`src/rtl/mem_port_arbiter_if.sv`:
```
// Handshake bundle between the three memory requesters, the arbiter and the memory block.
// The arbiter side is the slave; the requester and memory side is the master.
interface mem_port_arbiter_if #(
    parameter int AW = 16,
    parameter int DW = 16
) ();
    logic          d_req;
    logic          d_we;
    logic [AW-1:0] d_addr;
    logic [DW-1:0] d_wdata;
    logic          d_ack;
    logic          f_req;
    logic [AW-1:0] f_addr;
    logic          f_ack;
    logic          v_req;
    logic [AW-1:0] v_addr;
    logic          v_ack;
    logic [DW-1:0] rdata;
    logic [AW-1:0] mem_addr;
    logic          mem_we;
    logic [DW-1:0] mem_wdata;
    logic [DW-1:0] mem_rdata;
    logic          busy;
    logic [1:0]    gnt_id;

    modport slave (
        input  d_req, d_we, d_addr, d_wdata, f_req, f_addr, v_req, v_addr, mem_rdata,
        output d_ack, f_ack, v_ack, rdata, mem_addr, mem_we, mem_wdata, busy, gnt_id
    );

    modport master (
        output d_req, d_we, d_addr, d_wdata, f_req, f_addr, v_req, v_addr, mem_rdata,
        input  d_ack, f_ack, v_ack, rdata, mem_addr, mem_we, mem_wdata, busy, gnt_id
    );
endinterface

```
`src/rtl/mem_port_arbiter.sv`:
```
// Single-port memory arbiter: data > fetch > display, with a starvation boost for display.
// One access in flight; every output is registered.
module mem_port_arbiter #(
    parameter int AW         = 16,
    parameter int DW         = 16,
    parameter int RD_LAT     = 1,
    parameter int STARVE_MAX = 4
) (
    input logic               clk,
    input logic               reset,
    mem_port_arbiter_if.slave bus
);
    typedef enum logic [1:0] {IDLE, ACCESS, DONE} state_t;

    localparam logic [2:0] RD_LAT_C = 3'(RD_LAT);
    localparam logic [3:0] STARVE_C = 4'(STARVE_MAX);
    localparam logic [1:0] G_NONE   = 2'd0;
    localparam logic [1:0] G_DATA   = 2'd1;
    localparam logic [1:0] G_FETCH  = 2'd2;
    localparam logic [1:0] G_DISP   = 2'd3;

    state_t        state;
    logic [2:0]    lat_cnt;
    logic [3:0]    starve_cnt;
    logic          is_wr;
    logic [1:0]    gnt;
    logic [1:0]    win;
    logic          d_ack, f_ack, v_ack;
    logic          mem_we;
    logic [AW-1:0] mem_addr;
    logic [DW-1:0] mem_wdata;
    logic [DW-1:0] rdata;

    // The starvation boost overrides the fixed priority order.
    always_comb begin
        win = G_NONE;
        if (bus.v_req && (starve_cnt >= STARVE_C)) win = G_DISP;
        else if (bus.d_req)                         win = G_DATA;
        else if (bus.f_req)                         win = G_FETCH;
        else if (bus.v_req)                         win = G_DISP;
    end

    always_ff @(posedge clk or posedge reset) begin
        if (reset) begin
            state      <= IDLE;
            lat_cnt    <= 3'd0;
            starve_cnt <= 4'd0;
            is_wr      <= 1'b0;
            gnt        <= G_NONE;
            d_ack      <= 1'b0;
            f_ack      <= 1'b0;
            v_ack      <= 1'b0;
            mem_we     <= 1'b0;
            mem_addr   <= '0;
            mem_wdata  <= '0;
            rdata      <= '0;
        end else begin
            case (state)
                IDLE: begin
                    if (win == G_DISP)
                        starve_cnt <= 4'd0;
                    else if (bus.v_req && (starve_cnt != 4'hF))
                        starve_cnt <= starve_cnt + 4'd1;
                    if (win != G_NONE) begin
                        gnt     <= win;
                        lat_cnt <= 3'd0;
                        state   <= ACCESS;
                        case (win)
                            G_DATA: begin
                                mem_addr  <= bus.d_addr;
                                mem_wdata <= bus.d_wdata;
                                mem_we    <= bus.d_we;
                                is_wr     <= bus.d_we;
                            end
                            G_FETCH: begin
                                mem_addr <= bus.f_addr;
                                mem_we   <= 1'b0;
                                is_wr    <= 1'b0;
                            end
                            default: begin
                                mem_addr <= bus.v_addr;
                                mem_we   <= 1'b0;
                                is_wr    <= 1'b0;
                            end
                        endcase
                    end
                end
                ACCESS: begin
                    if (is_wr || (lat_cnt == RD_LAT_C)) begin
                        if (!is_wr) rdata <= bus.mem_rdata;
                        mem_we <= 1'b0;
                        d_ack  <= (gnt == G_DATA);
                        f_ack  <= (gnt == G_FETCH);
                        v_ack  <= (gnt == G_DISP);
                        state  <= DONE;
                    end else begin
                        lat_cnt <= lat_cnt + 3'd1;
                    end
                end
                DONE: begin
                    d_ack <= 1'b0;
                    f_ack <= 1'b0;
                    v_ack <= 1'b0;
                    state <= IDLE;
                end
                default: state <= IDLE;
            endcase
        end
    end

    assign bus.d_ack     = d_ack;
    assign bus.f_ack     = f_ack;
    assign bus.v_ack     = v_ack;
    assign bus.rdata     = rdata;
    assign bus.mem_addr  = mem_addr;
    assign bus.mem_we    = mem_we;
    assign bus.mem_wdata = mem_wdata;
    assign bus.busy      = (state != IDLE);
    assign bus.gnt_id    = gnt;
endmodule

```
`src/flat_wrapper.sv`:
```
// flat-port wrapper written by rule: the top's interface ports become plain ports
module mem_port_arbiter_flat 
#(
    parameter int AW         = 16,
    parameter int DW         = 16,
    parameter int RD_LAT     = 1,
    parameter int STARVE_MAX = 4
)
  (clk, reset, bus_d_req, bus_d_we, bus_d_addr, bus_d_wdata, bus_f_req, bus_f_addr, bus_v_req, bus_v_addr, bus_mem_rdata, bus_d_ack, bus_f_ack, bus_v_ack, bus_rdata, bus_mem_addr, bus_mem_we, bus_mem_wdata, bus_busy, bus_gnt_id);
  mem_port_arbiter_if #(.AW(AW), .DW(DW)) bus_i ();
  input logic clk;
  input logic reset;
  input wire logic [$bits(bus_i.d_req)-1:0] bus_d_req;
  input wire logic [$bits(bus_i.d_we)-1:0] bus_d_we;
  input wire logic [$bits(bus_i.d_addr)-1:0] bus_d_addr;
  input wire logic [$bits(bus_i.d_wdata)-1:0] bus_d_wdata;
  input wire logic [$bits(bus_i.f_req)-1:0] bus_f_req;
  input wire logic [$bits(bus_i.f_addr)-1:0] bus_f_addr;
  input wire logic [$bits(bus_i.v_req)-1:0] bus_v_req;
  input wire logic [$bits(bus_i.v_addr)-1:0] bus_v_addr;
  input wire logic [$bits(bus_i.mem_rdata)-1:0] bus_mem_rdata;
  output wire logic [$bits(bus_i.d_ack)-1:0] bus_d_ack;
  output wire logic [$bits(bus_i.f_ack)-1:0] bus_f_ack;
  output wire logic [$bits(bus_i.v_ack)-1:0] bus_v_ack;
  output wire logic [$bits(bus_i.rdata)-1:0] bus_rdata;
  output wire logic [$bits(bus_i.mem_addr)-1:0] bus_mem_addr;
  output wire logic [$bits(bus_i.mem_we)-1:0] bus_mem_we;
  output wire logic [$bits(bus_i.mem_wdata)-1:0] bus_mem_wdata;
  output wire logic [$bits(bus_i.busy)-1:0] bus_busy;
  output wire logic [$bits(bus_i.gnt_id)-1:0] bus_gnt_id;
  assign bus_i.d_req = bus_d_req;
  assign bus_i.d_we = bus_d_we;
  assign bus_i.d_addr = bus_d_addr;
  assign bus_i.d_wdata = bus_d_wdata;
  assign bus_i.f_req = bus_f_req;
  assign bus_i.f_addr = bus_f_addr;
  assign bus_i.v_req = bus_v_req;
  assign bus_i.v_addr = bus_v_addr;
  assign bus_i.mem_rdata = bus_mem_rdata;
  assign bus_d_ack = bus_i.d_ack;
  assign bus_f_ack = bus_i.f_ack;
  assign bus_v_ack = bus_i.v_ack;
  assign bus_rdata = bus_i.rdata;
  assign bus_mem_addr = bus_i.mem_addr;
  assign bus_mem_we = bus_i.mem_we;
  assign bus_mem_wdata = bus_i.mem_wdata;
  assign bus_busy = bus_i.busy;
  assign bus_gnt_id = bus_i.gnt_id;
  mem_port_arbiter #(.AW(AW), .DW(DW), .RD_LAT(RD_LAT), .STARVE_MAX(STARVE_MAX)) u_core (.clk(clk), .reset(reset), .bus(bus_i));
endmodule
```
`config.mk`:
```
export PLATFORM = sky130hd
export DESIGN_NAME = mem_port_arbiter_flat
export DESIGN_NICKNAME = d
export VERILOG_FILES = /design/src/rtl/mem_port_arbiter_if.sv /design/src/rtl/mem_port_arbiter.sv /design/src/flat_wrapper.sv
export SDC_FILE = /design/constraint.sdc
export NUM_CORES = 1
export LEC_CHECK = 0
export ABC_AREA = 1
export CAP_MARGIN = 25
export CORE_UTILIZATION = 30
export DETAILED_ROUTE_END_ITERATION = 16
export PLACE_DENSITY = 0.65
export SYNTH_ARGS = -nofsm -noshare
export SYNTH_HDL_FRONTEND = slang
export SYNTH_SLANG_ARGS = --single-unit
```
`constraint.sdc`:
```
create_clock -name clk -period 2.8 [get_ports clk]
set_input_delay 0.84 -clock clk [delete_from_list [all_inputs] [get_ports clk]]
set_output_delay 0.84 -clock clk [all_outputs]
set_load 0.02 [all_outputs]
```
==> impl_metrics.py, run 1 <==
metrics = {
    "setup_path": {
        "r2r_cells": 8,
        "crit_path_start_kind": "flip-flop",
        "crit_cells": 3,
        "critPathRequiredTime_ns": 1.96,
        "critPathSlowestCell": "clkdlybuf4s50_1",
        "slowest_delay_ns": 0.54,
        "cp.buffers_inverters": 2,
        "path_class": "reg2out",
        "cp.arrival_ns": 1.53,
        "critPathCaptureType": "output port",
        "worst-path-max-fanout": 3,
        "critical_path.cell_chain": "nor2_2 > inv_1 > clkdlybuf4s50_1",
        "path_delay_family": "buffers and inverters",
    },
    "logic_synthesis": {
        "yosys_warnings": 0,
        "synth_nets": 449,
        "yosysSeqAreaShare": 0.541,
        "syn-cell-area_um2": 2960,
        "synthDistinctLibCells": 23,
        "syn_inst": 358,
        "yosys_register_bits": 64,
        "synth.avg_cell_area_um2": 8.26,
    },
    "timing": {
        "finalHoldViolCount": 0,
        "fin_skew_ns": 0.00915,
        "rsz0062_at_grt": "false",
        "fmax_mhz": 423,
        "min_period_over_period": 0.845,
        "tightest_slew_ns": 0.563,
        "slew_violations": 0,
        "fin_tns_setup_ns": 0,
        "fin_crit_ns": 2.37,
        "setup_violations": 0,
        "holdWs_ns": 0.473,
        "max_slew_margin": 0.625,
    },
    "outcome": {
        "status": "completed",
    },
    "layout": {
        "finalNonFillerCells": 633,
        "fillers": 917,
        "final_nets": 590,
        "syn_to_final_growth_pct": 59.3,
        "final_common_cell": "nand2_1",
        "drive_gt1_frac": 0.0635,
        "diodes": 0,
        "final_cell_mix": "nand2_1 (165), clkdlybuf4s50_1 (140), dfrtp_1 (64)",
        "finish.instance_area_um2": 4710,
    },
    "die": {
        "die_h_um": 101,
        "core_um2": 9420,
        "design.die.area_um2": 10300,
        "rows": 35,
        "initial_core_util": 0.314,
        "io_pins": 141,
        "die_x_um": 101,
    },
    "grt": {
        "grt_pass1_wl_mm": 12.7,
        "grt_max_degree": 65,
        "grt_pass1_vias": 2808,
        "grt_usage": 0.160,
        "grt.overflow.total": 0,
        "antenna_found_initial": 0,
    },
    "placement": {
        "dp_cells": 617,
        "io_buffers": 140,
        "placed_area_um2": 4500,
        "hpwlAfterDp_mm": 5.87,
        "place_congestion": 0.805,
    },
    "cts": {
        "htreeDepth": 3,
        "hold_buffers": 0,
        "cts_buffers": 9,
        "clockBufferDepth": 2,
        "clock_latency_ns": 0.33,
        "root_buffer": "clkbuf_8",
        "clk_pin_slew_ns": 0.07,
        "cts.sinks": 64,
        "cts_tree": "done",
        "post_cts_buffers": 0,
        "cts_resized": 0,
    },
    "power_and_ir_drop": {
        "p_sw_frac": 0.404,
        "powerDensity_nw_per_um2": 1070,
        "combPwrFrac": 0.510,
        "total_power_uw": 5060,
        "peakVddDrop_mv": 0.350,
        "p_seq_frac": 0.317,
        "clock_power_share": 0.172,
        "p_leak_uw": 0.00221,
        "switching_power_uw": 2040,
        "p_int_uw": 3020,
    },
    "hold_path": {
        "hold_depth": 2,
        "hp-class": "reg2reg",
    },
    "detailed_routing": {
        "drcViolationCount": 0,
        "vias_per_cell": 4.48,
        "totalWireLength_mm": 7.90,
        "drt_iter0_markers": 43,
        "drt-pass1-iter-count": 4,
        "vias": 2839,
        "post_drt_wl_per_cell_um": 12.5,
        "antenna_left": 0,
    },
    "flow_run": {
        "maxCapViolCount": 0,
    },
}
[worst register-to-register path: cells and delay by family (launching register included)]
kind                     cells  cell delay [ns]
buffers and inverters        1             0.08
flip-flops                   1             0.40
AO/OA/AOI/OAI                2             0.31
AND/OR/NAND/NOR              4             0.46
adder cells (fa/ha/maj)      1             0.51
[power by group through the flow]
stage	logic, µW	clock network, µW	registers (µW)
final	2580	871	1610
after global routing	2850	936	1660
after CTS	2630	897	1610
after detailed placement	2620	0	1620
after global placement	2580	0	1610
after floorplan	1040	0	2040
[synth_stat cells, drive strengths merged]
cell type / number / area (µm²)
dfrtp: 64 / 1600
clkbuf: 6 / 23.8
xor2: 1 / 8.76
nor2: 9 / 51.3
inv: 24 / 92.6
buf: 10 / 68.8
o211ai: 16 / 120
xnor2: 1 / 8.76
o21ai: 27 / 135
ha: 5 / 62.6
nand3: 24 / 125
nand2: 169 / 649
a21oi: 2 / 10.0
[layout make-up]
cell class                      count  area (µm²)  area share
Timing Repair Buffer              146        1470       0.312
Clock inverter                      3        65.1      0.0138
Inverter                           24        92.6      0.0196
Multi-Input combinational cell    254        1170       0.249
Tap cell                          129         161      0.0343
Clock buffer                       13         149      0.0316
Sequential cell                    64        1600       0.340
[per-stage QoR]
step	worst slack [ns]	util
floorplan	0.362	-
global placement	0.147	0.478
detailed placement	0.0962	0.478
CTS	0.411	0.500
global route	0.270	0.500
finish	0.435	0.500
[per-layer routing]
layer / vias to the layer above / wire (µm) / GRT usage
met5: - / 0 / 0
li1: 1413 / - / -
met2: 105 / 3750 / 0.287
met1: 1309 / 3390 / 0.172
met3: 12 / 648 / 0.0552
met4: 0 / 116 / 0.0635
[cell families after synthesis]
group / Yosys count / synth area share
AO/OA/AOI/OAI: 45 / 0.0897
XOR/XNOR: 2 / 0.00592
buffers and inverters: 40 / 0.0626
AND/OR/NAND/NOR: 202 / 0.279
flip-flops: 64 / 0.541
adder cells (fa/ha/maj): 5 / 0.0212
[registers in the layout, indices dropped and copies added (netlist names), 2 cells and up]
name / count
u_core.bus.gnt_id: 2
u_core.bus.mem_addr: 16
u_core.bus.mem_wdata: 16
u_core.bus.rdata: 16
u_core.lat_cnt: 3
u_core.starve_cnt: 4
u_core.state: 2
[path summary, 6_finish.rpt]
check                                            startpoint                                  end  slack [ns]
min in group asynchronous                             reset     u_core.bus.rdata[10]$_DFFE_PP0P_        0.90
min reg2reg                 u_core.bus.rdata[9]$_DFFE_PP0P_      u_core.bus.rdata[9]$_DFFE_PP0P_        0.47
max reg2reg                u_core.starve_cnt[2]$_DFFE_PP0P_   u_core.bus.mem_addr[8]$_DFFE_PP0P_        0.98
max                             u_core.state[0]$_DFFE_PP0P_                             bus_busy        0.43
max in group asynchronous                             reset  u_core.bus.mem_addr[12]$_DFFE_PP0P_        1.63
min                         u_core.bus.rdata[9]$_DFFE_PP0P_      u_core.bus.rdata[9]$_DFFE_PP0P_        0.47
Power figures use the tool's default switching activity.
==> inputs of run 2 (changes only) <==
- PLACE_DENSITY: 0.65 -> 0.67
- clock period: 2.8 -> 1.92 ns (I/O delays scaled with it)
==> run 2 against run 1 <==
- sequential share of layout area shrank 1.9 points
- sequential cell count is the same
- clock power grew 35%
- cell area grew 5.9%
- first-iteration DRC count grew 120%
- global-route usage grew 0.81 points
- count of clock-buffer cells in the layout shrank 1
- routed wire length grew 2.3%
==> impl_metrics.py, run 2 (synthesis results as in run 1) <==
metrics = {
    "layout": {
        "regArea_um2": 1600,
        "diodes": 0,
        "final_common_cell": "nand2_1",
        "syn_to_final_growth_pct": 68.7,
        "finalNonFillerCells": 647,
        "multi_input_area_um2": 1200,
        "reg_top3": "u_core.bus.mem_addr: 16 flops, u_core.bus.mem_wdata: 16 flops, u_core.bus.rdata: 16 flops",
        "drive_gt1_frac": 0.110,
        "fillers": 891,
        "final_cell_mix": "nand2_1 (163), clkdlybuf4s50_1 (115), dfrtp_1 (64)",
        "finish.instance_area_um2": 4990,
        "final_nets": 605,
    },
    "timing": {
        "fin_skew_ns": 0.00897,
        "finalHoldViolCount": 0,
        "min_period_over_period": 0.978,
        "slew_violations": 0,
        "rsz0062_at_grt": "false",
        "fin_crit_ns": 1.88,
        "max_slew_margin": 0.687,
        "fmax_mhz": 533,
        "tightest_slew_ns": 0.468,
        "setup_violations": 0,
    },
    "power_and_ir_drop": {
        "switching_power_uw": 3030,
        "total_power_uw": 7500,
        "p_int_uw": 4470,
        "combPwrFrac": 0.531,
        "peakVddDrop_mv": 0.483,
        "p_sw_frac": 0.404,
        "p_leak_uw": 0.00254,
        "clock_power_share": 0.157,
        "powerDensity_nw_per_um2": 1500,
        "p_seq_frac": 0.312,
    },
    "cts": {
        "htreeDepth": 3,
        "cts.sinks": 64,
        "cts_buffers": 9,
        "clockBufferDepth": 2,
        "clock_latency_ns": 0.33,
        "cts_tree": "done",
        "clk_pin_slew_ns": 0.06,
        "root_buffer": "clkbuf_8",
        "hold_buffers": 0,
    },
    "setup_path": {
        "cp.buffers_inverters": 1,
        "path_class": "reg2out",
        "cp.arrival_ns": 1.30,
        "rrSetupSlack_ns": 0.18,
        "critPathCaptureType": "output port",
        "slowest_delay_ns": 0.62,
        "timing.rr.start": "u_core.starve_cnt[2]$_DFFE_PP0P_",
        "path_delay_family": "buffers and inverters",
        "reg2reg_to": "u_core.bus.mem_addr[7]$_DFFE_PP0P_",
        "critical_path.cell_chain": "clkdlybuf4s50_1",
        "r2r_cells": 7,
        "crit_path_start_kind": "flip-flop",
        "critPathSlowestCell": "clkdlybuf4s50_1",
        "worst-path-max-fanout": 2,
        "critPathRequiredTime_ns": 1.34,
    },
    "grt": {
        "grt.busiest_layer": "met2",
        "grt_pass1_wl_mm": 13.3,
        "grt_max_degree": 19,
        "grt_pass1_vias": 2895,
        "met1_usage": 0.190,
        "grtUsageMet3": 0.0483,
        "grt.overflow.total": 0,
        "grt_usage": 0.168,
        "antenna_found_initial": 0,
        "grt_use_met2": 0.295,
    },
    "die": {
        "initial_core_util": 0.314,
        "io_pins": 141,
        "design.die.area_um2": 10300,
        "die_x_um": 101,
        "die_h_um": 101,
        "core_um2": 9420,
        "rows": 35,
    },
    "outcome": {
        "status": "completed",
    },
    "placement": {
        "placed_area_um2": 4660,
        "hpwlAfterDp_mm": 6.19,
        "dp_cells": 628,
        "place_congestion": 0.802,
        "io_buffers": 140,
    },
    "detailed_routing": {
        "drcViolationCount": 0,
        "drt-pass1-iter-count": 4,
        "totalWireLength_mm": 8.09,
        "antenna_left": 0,
        "post_drt_wl_per_cell_um": 12.5,
        "vias": 2913,
        "drt_iter0_markers": 94,
        "vias_per_cell": 4.50,
    },
    "hold_path": {
        "hold-path-endpoint": "u_core.bus.rdata[6]$_DFFE_PP0P_",
        "hp-class": "reg2reg",
        "hold_depth": 2,
        "min-delay-start": "u_core.bus.rdata[6]$_DFFE_PP0P_",
    },
    "flow_run": {
        "maxCapViolCount": 0,
    },
}
## run 2: timing repair
item,4_1_cts,5_1_grt
pin swaps,8,3
gates resized for setup,15,23
setup buffers,2,1
cloned,1,0
endpoints found under the setup margin,24,51
## run 2: routing by layer
layer,part of all wire,vias up
li1,-,1441
met2,0.48,117
met5,0,-
met3,0.081,11
met4,0.019,0
met1,0.42,1344
## run 2: through the flow
| stage | util | TNS [ns] | setup WS [ns] | hold WS, ns |
|---|---|---|---|---|
| after global placement | 0.495 | -11.75 | -0.393 | 0.454 |
| after global routing | 0.530 | 0 | 0.000929 | 0.486 |
| after CTS | 0.523 | 0 | 0.000403 | 0.474 |
| after floorplan | - | 0 | 0.0529 | 0.453 |
| final | 0.530 | 0 | 0.0427 | 0.474 |
| after detailed placement | 0.495 | -12.59 | -0.433 | 0.459 |
## run 2: cell type report
cell class	instances	share of cell area
repair buffers	161	0.345
flip-flops and latches	64	0.321
multi-input cells	254	0.241
clock buffers	12	0.0331
well taps	129	0.0323
inverters	24	0.0193
clock inverters	3	0.00802
## run 2: how the worst max path moves through the flow
stage,start,endpoint,cells after the start
final,u_core.bus.f_ack$_DFFE_PP0P_,bus_f_ack,1
after global routing,u_core.bus.rdata[0]$_DFFE_PP0P_,bus_rdata[0],1
after CTS,u_core.bus.gnt_id[0]$_DFFE_PP0P_,bus_gnt_id[0],1
after detailed placement,bus_v_req,u_core.bus.mem_addr[6]$_DFFE_PP0P_,10
after global placement,bus_v_req,u_core.bus.mem_addr[1]$_DFFE_PP0P_,10
after floorplan,bus_f_req,u_core.bus.mem_addr[5]$_DFFE_PP0P_,10
## run 2: power groups by stage
stage	sequential [µW]	combinational (µW)	clock [µW]
5_1_grt	2420	4410	1270
6_report	2340	3990	1180
3_3_place_gp	2340	3940	0
2_1_floorplan	2980	1520	0
4_1_cts	2340	4060	1220
3_5_place_dp	2360	4000	0
==> inputs of run 3 (changes only) <==
- SLEW_MARGIN: not set -> 10
==> results of run 3 <==
Final layout, timing and power as in run 2 (identical DEF).
